`config.mk`:
```
export PLATFORM = sky130hd
export DESIGN_NAME = image_bram_arbiter
export DESIGN_NICKNAME = d
export VERILOG_FILES = /design/src/rtl/image_bram_pkg.sv /design/src/rtl/rr_arbiter2.sv /design/src/rtl/image_bram_arbiter.sv
export SDC_FILE = /design/constraint.sdc
export NUM_CORES = 1
export LEC_CHECK = 0
export BUFFER_PORTS_ARGS = -buffer_cell sky130_fd_sc_hd__clkbuf_2
export CAP_MARGIN = 20
export CORE_ASPECT_RATIO = 0.8
export CORE_UTILIZATION = 45
export DETAILED_ROUTE_END_ITERATION = 8
export GPL_TIMING_DRIVEN = 1
export MAX_ROUTING_LAYER = met4
export PLACE_DENSITY = 0.81
export SLEW_MARGIN = 20
export SYNTH_ARGS = -nofsm -noshare
export SYNTH_HDL_FRONTEND = slang
export SYNTH_SLANG_ARGS = --single-unit
```
`constraint.sdc`:
```
create_clock -name clk -period 1.5 [get_ports clk]
set_input_delay 0.3 -clock clk [delete_from_list [all_inputs] [get_ports clk]]
set_output_delay 0.3 -clock clk [all_outputs]
set_load 0.01 [all_outputs]
```
`src/rtl/image_bram_pkg.sv`:
```
// image_bram_pkg: shared geometry and write-FSM encoding for the image BRAM controller.
package image_bram_pkg;
   localparam int IMG_DEPTH  = 76800;
   localparam int IMG_ADDR_W = 17;
   localparam int IMG_DATA_W = 8;
   typedef enum logic [1:0] {IDLE, WRITE, DONE} wr_state_e;
endpackage

```
`src/rtl/rr_arbiter2.sv`:
```
// rr_arbiter2: two-way round-robin arbiter, one-hot combinational grant,
// registered pointer naming the requester favoured on the next contention.
module rr_arbiter2 (
   input  logic       clk,
   input  logic       rst_n,
   input  logic [1:0] req_i,
   output logic [1:0] gnt_o
);
   logic prio_q;
   assign gnt_o[0] = req_i[0] & (~req_i[1] | ~prio_q);
   assign gnt_o[1] = req_i[1] & (~req_i[0] |  prio_q);
   always_ff @(posedge clk or negedge rst_n) begin
      if (!rst_n) prio_q <= 1'b0;
      else if (|gnt_o) prio_q <= gnt_o[0];
   end
endmodule

```
`src/rtl/image_bram_arbiter.sv`:
```
// image_bram_arbiter: frame-write sequencer plus round-robin shared read port for the image BRAM.
// Define IMG_RD_LOCK_EN to block read grants while a frame write is in progress.
module image_bram_arbiter
   import image_bram_pkg::*;
#(
   parameter int DEPTH  = IMG_DEPTH,
   parameter int ADDR_W = IMG_ADDR_W,
   parameter int DATA_W = IMG_DATA_W
) (
   input  logic              clk,
   input  logic              rst_n,
   input  logic              wr_start,
   input  logic              wr_valid,
   input  logic [DATA_W-1:0] wr_data,
   output logic              wr_ready,
   output logic              wr_busy,
   output logic              wr_done,
   input  logic              rd0_req,
   input  logic [ADDR_W-1:0] rd0_addr,
   output logic              rd0_gnt,
   output logic              rd0_valid,
   output logic [DATA_W-1:0] rd0_data,
   input  logic              rd1_req,
   input  logic [ADDR_W-1:0] rd1_addr,
   output logic              rd1_gnt,
   output logic              rd1_valid,
   output logic [DATA_W-1:0] rd1_data,
   output logic [ADDR_W-1:0] bram_addr_write,
   output logic              bram_we,
   output logic [DATA_W-1:0] bram_data_in,
   output logic [ADDR_W-1:0] bram_addr_read,
   input  logic [DATA_W-1:0] bram_data_out
);
   wr_state_e         state_q;
   logic [ADDR_W-1:0] ptr_q, waddr_q, raddr_q, sel_addr, raddr_d;
   logic [DATA_W-1:0] wdata_q, rd0_data_q, rd1_data_q;
   logic              wr_ready_q, wr_busy_q, wr_done_q, we_q;
   logic              pend_q, tag_q, rd0_valid_q, rd1_valid_q, lock, accept;
   logic [1:0]        gnt;

   assign accept = wr_valid & wr_ready_q;

   always_ff @(posedge clk or negedge rst_n) begin
      if (!rst_n) begin
         state_q    <= IDLE;
         ptr_q      <= '0;
         waddr_q    <= '0;
         wdata_q    <= '0;
         we_q       <= 1'b0;
         wr_ready_q <= 1'b0;
         wr_busy_q  <= 1'b0;
         wr_done_q  <= 1'b0;
      end else begin
         we_q      <= accept;
         wr_done_q <= 1'b0;
         if (accept) begin
            waddr_q <= ptr_q;
            wdata_q <= wr_data;
            ptr_q   <= ptr_q + 1'b1;
         end
         case (state_q)
            IDLE: if (wr_start) begin
               state_q    <= WRITE;
               ptr_q      <= '0;
               wr_ready_q <= 1'b1;
               wr_busy_q  <= 1'b1;
            end
            WRITE: if (accept && ptr_q == ADDR_W'(DEPTH - 1)) begin
               state_q    <= DONE;
               wr_ready_q <= 1'b0;
               wr_busy_q  <= 1'b0;
               wr_done_q  <= 1'b1;
            end
            default: state_q <= IDLE;
         endcase
      end
   end

`ifdef IMG_RD_LOCK_EN
   assign lock = (state_q == WRITE);
`else
   assign lock = 1'b0;
`endif

   rr_arbiter2 u_arb (
      .clk   (clk),
      .rst_n (rst_n),
      .req_i ({rd1_req, rd0_req} & {2{~lock}}),
      .gnt_o (gnt)
   );

   // Out-of-range addresses read the last pixel rather than wrapping.
   assign sel_addr = gnt[1] ? rd1_addr : rd0_addr;
   assign raddr_d  = (sel_addr >= ADDR_W'(DEPTH)) ? ADDR_W'(DEPTH - 1) : sel_addr;

   // pend_q/tag_q follow the address through the BRAM's negedge read.
   always_ff @(posedge clk or negedge rst_n) begin
      if (!rst_n) begin
         raddr_q     <= '0;
         tag_q       <= 1'b0;
         pend_q      <= 1'b0;
         rd0_valid_q <= 1'b0;
         rd1_valid_q <= 1'b0;
         rd0_data_q  <= '0;
         rd1_data_q  <= '0;
      end else begin
         pend_q      <= |gnt;
         rd0_valid_q <= pend_q & ~tag_q;
         rd1_valid_q <= pend_q & tag_q;
         if (|gnt) begin
            raddr_q <= raddr_d;
            tag_q   <= gnt[1];
         end
         if (pend_q & ~tag_q) rd0_data_q <= bram_data_out;
         if (pend_q & tag_q) rd1_data_q <= bram_data_out;
      end
   end

   assign wr_ready        = wr_ready_q;
   assign wr_busy         = wr_busy_q;
   assign wr_done         = wr_done_q;
   assign bram_we         = we_q;
   assign bram_addr_write = waddr_q;
   assign bram_data_in    = wdata_q;
   assign bram_addr_read  = raddr_q;
   assign rd0_gnt         = gnt[0];
   assign rd1_gnt         = gnt[1];
   assign rd0_valid       = rd0_valid_q;
   assign rd1_valid       = rd1_valid_q;
   assign rd0_data        = rd0_data_q;
   assign rd1_data        = rd1_data_q;
endmodule

```
## Word level (Yosys, flattened, before mapping)

Cells that the tools add are included.

| word-level totals | value |
|---|---|
| latch bits | 0 |
| flip-flop bits (word level) | 85 |
| logic and storage cells | 51 |
| output and inout port bits | 66 |
| memories | 0 |
| memory bits (read-only) | 0 |
| bits of input ports | 56 |
| memory bits (writable) | 0 |

| cells by class | value |
|---|---|
| mux-type cells | 13 |
| equality and inequality tests | 4 |
| divide/modulo/power cells | 0 |
| shift-type cells | 0 |
| order comparisons | 1 |
| reductions and logical operators | 6 |
| multipliers | 0 |
| add/sub/neg operators | 1 |
| bitwise gates (word level) | 11 |

Operators with widths:

| kind | number |
|---|---|
| $mux 17 | 5 |
| $add 17x1->17 const B | 1 |
| $eq 17x17->1 const B | 1 |
| $ge 17x17->1 const B | 1 |
| $and 1x1->1 | 5 |
| $mux 1 | 4 |
| $mux 2 | 2 |
| $ne 2x2->1 const B | 2 |
| $not 1->1 | 4 |
| $pmux 2 s2 | 1 |
| $reduce_and 3->1 | 1 |
| $eq 2x1->1 const B | 1 |
| $logic_not 2->1 | 1 |
| $or 1x1->1 | 2 |
| $pmux 1 s2 | 1 |
| $reduce_and 2->1 | 1 |
| $reduce_bool 2->1 | 1 |
| $reduce_or 2->1 | 1 |
| $logic_and 1x1->1 | 1 |

## Longest topological paths before layout

| depth | value |
|---|---|
| depth in word-level cells | 6 |
| gate-level depth with buffers | 6 |
| mapped depth without buffers | 5 |

## Hierarchy

From an unflattened synthesis, not the netlist that was laid out.

| second synthesis, totals | value |
|---|---|
| cell total of the unflattened synthesis | 342 |
| area total of the unflattened synthesis | 3642.2 sq um |

By module, submodules not included:

| module | sequential area each (sq um) | area an instance (sq um) | instances | cells each |
|---|---|---|---|---|
| image_bram_arbiter | 2102.0 | 3588.4 | 1 | 336 |
| rr_arbiter2 | 25.0 | 53.8 | 1 | 6 |

## Least setup slack after synthesis

Ideal clock, no wire load.

| timing | value |
|---|---|
| path type | flip-flop to flip-flop |
| start | register u_arb.prio_q |
| end | register raddr_q[1], in the netlist bram_addr_read[1] |
| arrival | 1.314 ns |
| setup slack | 0.063 ns |
| path buffers | 1 |
| clock period less this slack | 1.437 ns |
| library setup time | 0.123 ns |
| stages on the path, launching flop included | 6 |
| required time | 1.377 ns |
| cells stage by stage | dfrtp_1 -> o21ai_4 -> inv_4 -> o32ai_4 -> buf_6 -> a21oi_2 |

| on the way | value |
|---|---|
| cells in the longest elaborated chain, start to end | 5 |
| elaborated cells on any way between the ends | 9 |
| those cells by class | 1 x order compare; 2 x mux; 5 x bitwise; 1 x reduce/logical |

RTL lines:

| item | RTL line | source |
|---|---|---|
| start, declared | rr_arbiter2.sv:9 | `logic prio_q;` |
| start signal, assigned | rr_arbiter2.sv:14 | `else if (\|gnt_o) prio_q <= gnt_o[0];` |
| $or 1x1->1 * | rr_arbiter2.sv:11 | `assign gnt_o[1] = req_i[1] & (~req_i[0] \| prio_q);` |
| $and 1x1->1 * | rr_arbiter2.sv:11 |  |
| via rd1_gnt | image_bram_arbiter.sv:25 | `output logic rd1_gnt,` |
| $mux 17 | image_bram_arbiter.sv:93 | `assign sel_addr = gnt[1] ? rd1_addr : rd0_addr;` |
| $ge 17x17->1 | image_bram_arbiter.sv:94 | `assign raddr_d = (sel_addr >= ADDR_W'(DEPTH)) ? ADDR_W'(DEPTH - 1) : sel_addr;` |
| $mux 17 | image_bram_arbiter.sv:94 |  |
| end signal, assigned | image_bram_arbiter.sv:111 | `raddr_q <= raddr_d;` |
| end, declared | image_bram_arbiter.sv:35 | `logic [ADDR_W-1:0] ptr_q, waddr_q, raddr_q, sel_addr, raddr_d;` |

Mark *: on every way through the listed nets, which the timed path passes. The rest lies on a longest branch.
A chain may end at the register's enable or synchronous reset.

## Worst setup path in the final report

| timing | value |
|---|---|
| start | register u_arb.prio_q |
| end | output port rd1_gnt |

| on the way | value |
|---|---|
| cells in the longest elaborated chain, start to end | 2 |

RTL lines:

| item | RTL line |
|---|---|
| $or 1x1->1 | rr_arbiter2.sv:11 |
| $and 1x1->1 | rr_arbiter2.sv:11 |
| end, declared | image_bram_arbiter.sv:25 |

Every way passes these cells.

==> results.sh <==
export IMPL_status="complete, but fails checks"
export IMPL_violations="negative setup slack"
export IMPL_routed_top_layer="met4"
export IMPL_htree_levels=3
export IMPL_route_detailed_drc=0
export IMPL_path_max_fanout=2
export IMPL_portBuffers=121
export IMPL_ff_latch_area_um2=2130
export IMPL_first_iter_violations=128
export IMPL_slew_headroom_pct=72.3
export IMPL_die_w_um=103
export IMPL_ios=122
export IMPL_synth_area_um2=3640
export IMPL_cp_required_ps=1200
export IMPL_reg2regPathDepth=6
export IMPL_ant_nets=0
export IMPL_synth_async_sr_flop_share_pct=100
export IMPL_maxSlewViolCount=0
export IMPL_arrival_ps=1210
export IMPL_synth_edf_count=0
export IMPL_fin_cells=574
export IMPL_power_per_cell_area_nw_per_um2=1200
export IMPL_final_hold_viol_count=0
export IMPL_yosysWarnings=0
export IMPL_wl_met2_um=4070
export IMPL_ir_drop_v=0.000625
export IMPL_fill_cells=587
export IMPL_rows=28
export IMPL_gp_congestion=0.853
export IMPL_design_area_um2=5000
export IMPL_antennaDiodeCount=0
export IMPL_synth_flop_cell="dfrtp_1"
export IMPL_met3_length_um=473
export IMPL_tightest_slew_ps=416
export IMPL_postLayoutCoreUtil_pct=65.8
export IMPL_cts_buffers=9
export IMPL_cts_root_buf="clkbuf_8"
export IMPL_dp_slack_ps=-67.9
export IMPL_viasPerCell=5.12
export IMPL_ys_seq_elements=85
export IMPL_antenna_found_initial=0
export IMPL_final_period_utilization_pct=101
export IMPL_core_um2=7600
export IMPL_synthTopCellsByArea="dfrtp_1, mux2_2, nor2_1"
export IMPL_track_usage_pct=21.5
export IMPL_avgSynthCellArea_um2=12.1
export IMPL_cp_end_kind="output pin"
export IMPL_grt_pass1_wl_um=13200
export IMPL_vias=2939
export IMPL_areaGrowthSynthToFinish_pct=37.4
export IMPL_clock_latency_ps=350
export IMPL_gr_total_overflow=0
export IMPL_met1Wirelength_um=3710
export IMPL_power_switching_mw=1.80
export IMPL_fmax_ghz=0.660
export IMPL_fp_dieH_um=82.5
export IMPL_power_frac_seq_pct=47.2
export IMPL_layout_drive_gt1_share_pct=53.9
export IMPL_fin_ws_ps=-14.5
export IMPL_r2r_slack_ps=40
export IMPL_whs_path_depth=2
export IMPL_clk_path_buf_depth=2
export IMPL_synth_cell_type_count=45
export IMPL_tritoncts="done"
export IMPL_clockPowerShare_pct=28.1
export IMPL_die_area_um2=8460
export IMPL_start_util_pct=47.9
export IMPL_rsz0062_at_grt="true"
export IMPL_leakage_nw=2.44
export IMPL_setup_tns_ps=-14.5
export IMPL_dp_hpwl_um=6160
export IMPL_yosysTopAreaCell="dfrtp_1"
export IMPL_clk_pin_slew_ps=90
export IMPL_setup_viol=1
export IMPL_start_kind="flip-flop"
export IMPL_min_path_type="input port to flip-flop"
export IMPL_syn_num_nets=359
export IMPL_crit_type="flip-flop to output pin"
export IMPL_grt_max_degree=77
export IMPL_skew_ps=8.28
export IMPL_drtPass1Iterations=4
export IMPL_cap_violations=0
export IMPL_dpl_cell_area_um2=4540
export IMPL_ys_seq_area_share_pct=58.4
export IMPL_p_comb_share_pct=24.7
export IMPL_syn_inst=302
export IMPL_hold_slack_ps=179
export IMPL_fin_nets=521
export IMPL_finalPower_mw=6.00
export IMPL_intPower_mw=4.20
export IMPL_routedWlPerCell_um=14.6
export IMPL_multi_input_area_um2=1510
export IMPL_dp_cells=545
export IMPL_cts_sinks=85
export IMPL_period_minus_slack_ps=1510
export IMPL_netSwitchingFraction_pct=30.0
export IMPL_postRouteWirelength_um=8390
export IMPL_synth_top_area_share_pct=58.4
export IMPL_grt_pass1_vias=2742
metal layers:
layer,vias to the layer above,track usage [%]
met4,0,6.14
met1,1424,26.8
met3,12,5.47
met2,112,35.1
li1,1391,-
met5,-,-
cell usage in the layout (no fill, tap or decap), types with 3 or more instances in the layout:
master / netlist / final
xor2_1: 4 / 4
nand4_1: 3 / 3
inv_1: 7 / 5
mux2_2: 41 / 39
clkbuf_8: 0 / 10
a21oi_1: 9 / 9
o22ai_1: 10 / 10
buf_6: 1 / 7
buf_4: 1 / 33
dfrtp_1: 85 / 84
a31o_2: 3 / 3
and3_1: 5 / 3
a21oi_2: 10 / 10
nor2_1: 33 / 31
o21ai_0: 8 / 8
xnor2_1: 7 / 7
nand2_1: 24 / 21
nand3_1: 7 / 5
clkbuf_2: 0 / 118
critical path: stages, from the launching register on:
cell,delay [ps]
dfrtp_1,420
o21ai_4,190
inv_4,50
buf_6,110
buf_6,110
registers in the layout, summed over array words and instances, names as in the netlist, 2 cells and up:
signal           cells
rd0_data             8
rd1_data             8
bram_addr_read      17
state_q              2
bram_data_in         8
ptr_q               17
bram_addr_write     17
cells in the mapped netlist (2+ instances only):
master and n:
o22ai_1 10, nor2b_1 2, nor2_1 33, nand4b_1 2, nand4_1 3, buf_2 3
and2_1 3, inv_1 7, and4_1 2, a21oi_1 9, mux2i_1 2, xnor2_1 7
o21ai_0 8, dfrtp_1 85, or3_1 2, a31o_2 3, a21oi_2 10, clkbuf_1 4
o31ai_1 2, nor4_1 3, mux2_2 41, nand3_1 7, and3_1 5, xor2_1 4
nor3_1 2, nand2_1 24
kinds of logic (layout without fill, tap and decap cells):
group,Yosys count,in the layout,synth area share (%)
AOI/OAI and AO/OA,50,50,10.1
xor gates and xnor gates,11,11,2.65
adders and majority gates,1,1,0.343
buffers and inverters,20,187,2.54
DFF,85,85,58.4
muxes,43,43,13.2
and+or+nand+nor,92,92,12.7
worst paths after layout:
path                                       to               start
max                                   rd1_gnt        u_arb.prio_q
min reg2reg                bram_addr_write[7]  bram_addr_write[7]
min                           bram_data_in[0]          wr_data[0]
min in group asynchronous  bram_addr_read[11]               rst_n
max in group asynchronous            ptr_q[1]               rst_n
max reg2reg                 bram_addr_read[0]        u_arb.prio_q
power groups by stage:
stage | Sequential [mW] | Combinational, mW | Clock [mW]
global route | 2.88 | 1.63 | 1.82
global placement | 2.83 | 1.31 | 0
CTS | 2.81 | 1.40 | 1.74
finish | 2.83 | 1.48 | 1.68
detailed placement | 2.86 | 1.34 | 0
floorplan | 2.97 | 0.566 | 0
final cells by class:
class                   instances  share of cell area, %
well taps                     105                   2.63
multi-input cells             197                   30.2
inverters                      10                  0.875
flip-flops and latches         85                   42.5
clock inverters                 6                   1.65
clock buffers                  10                   2.75
repair buffers                161                   19.3
repair_timing:
action	4_1_cts	5_1_grt
endpoints found under the setup margin	6	39
gates resized for setup	10	22
buffers inserted	8	4
hold buffers	1	0
pin swaps	3	6
endpoints found under the hold margin	9	0
No activity file was read; power rests on OpenSTA's default activity.
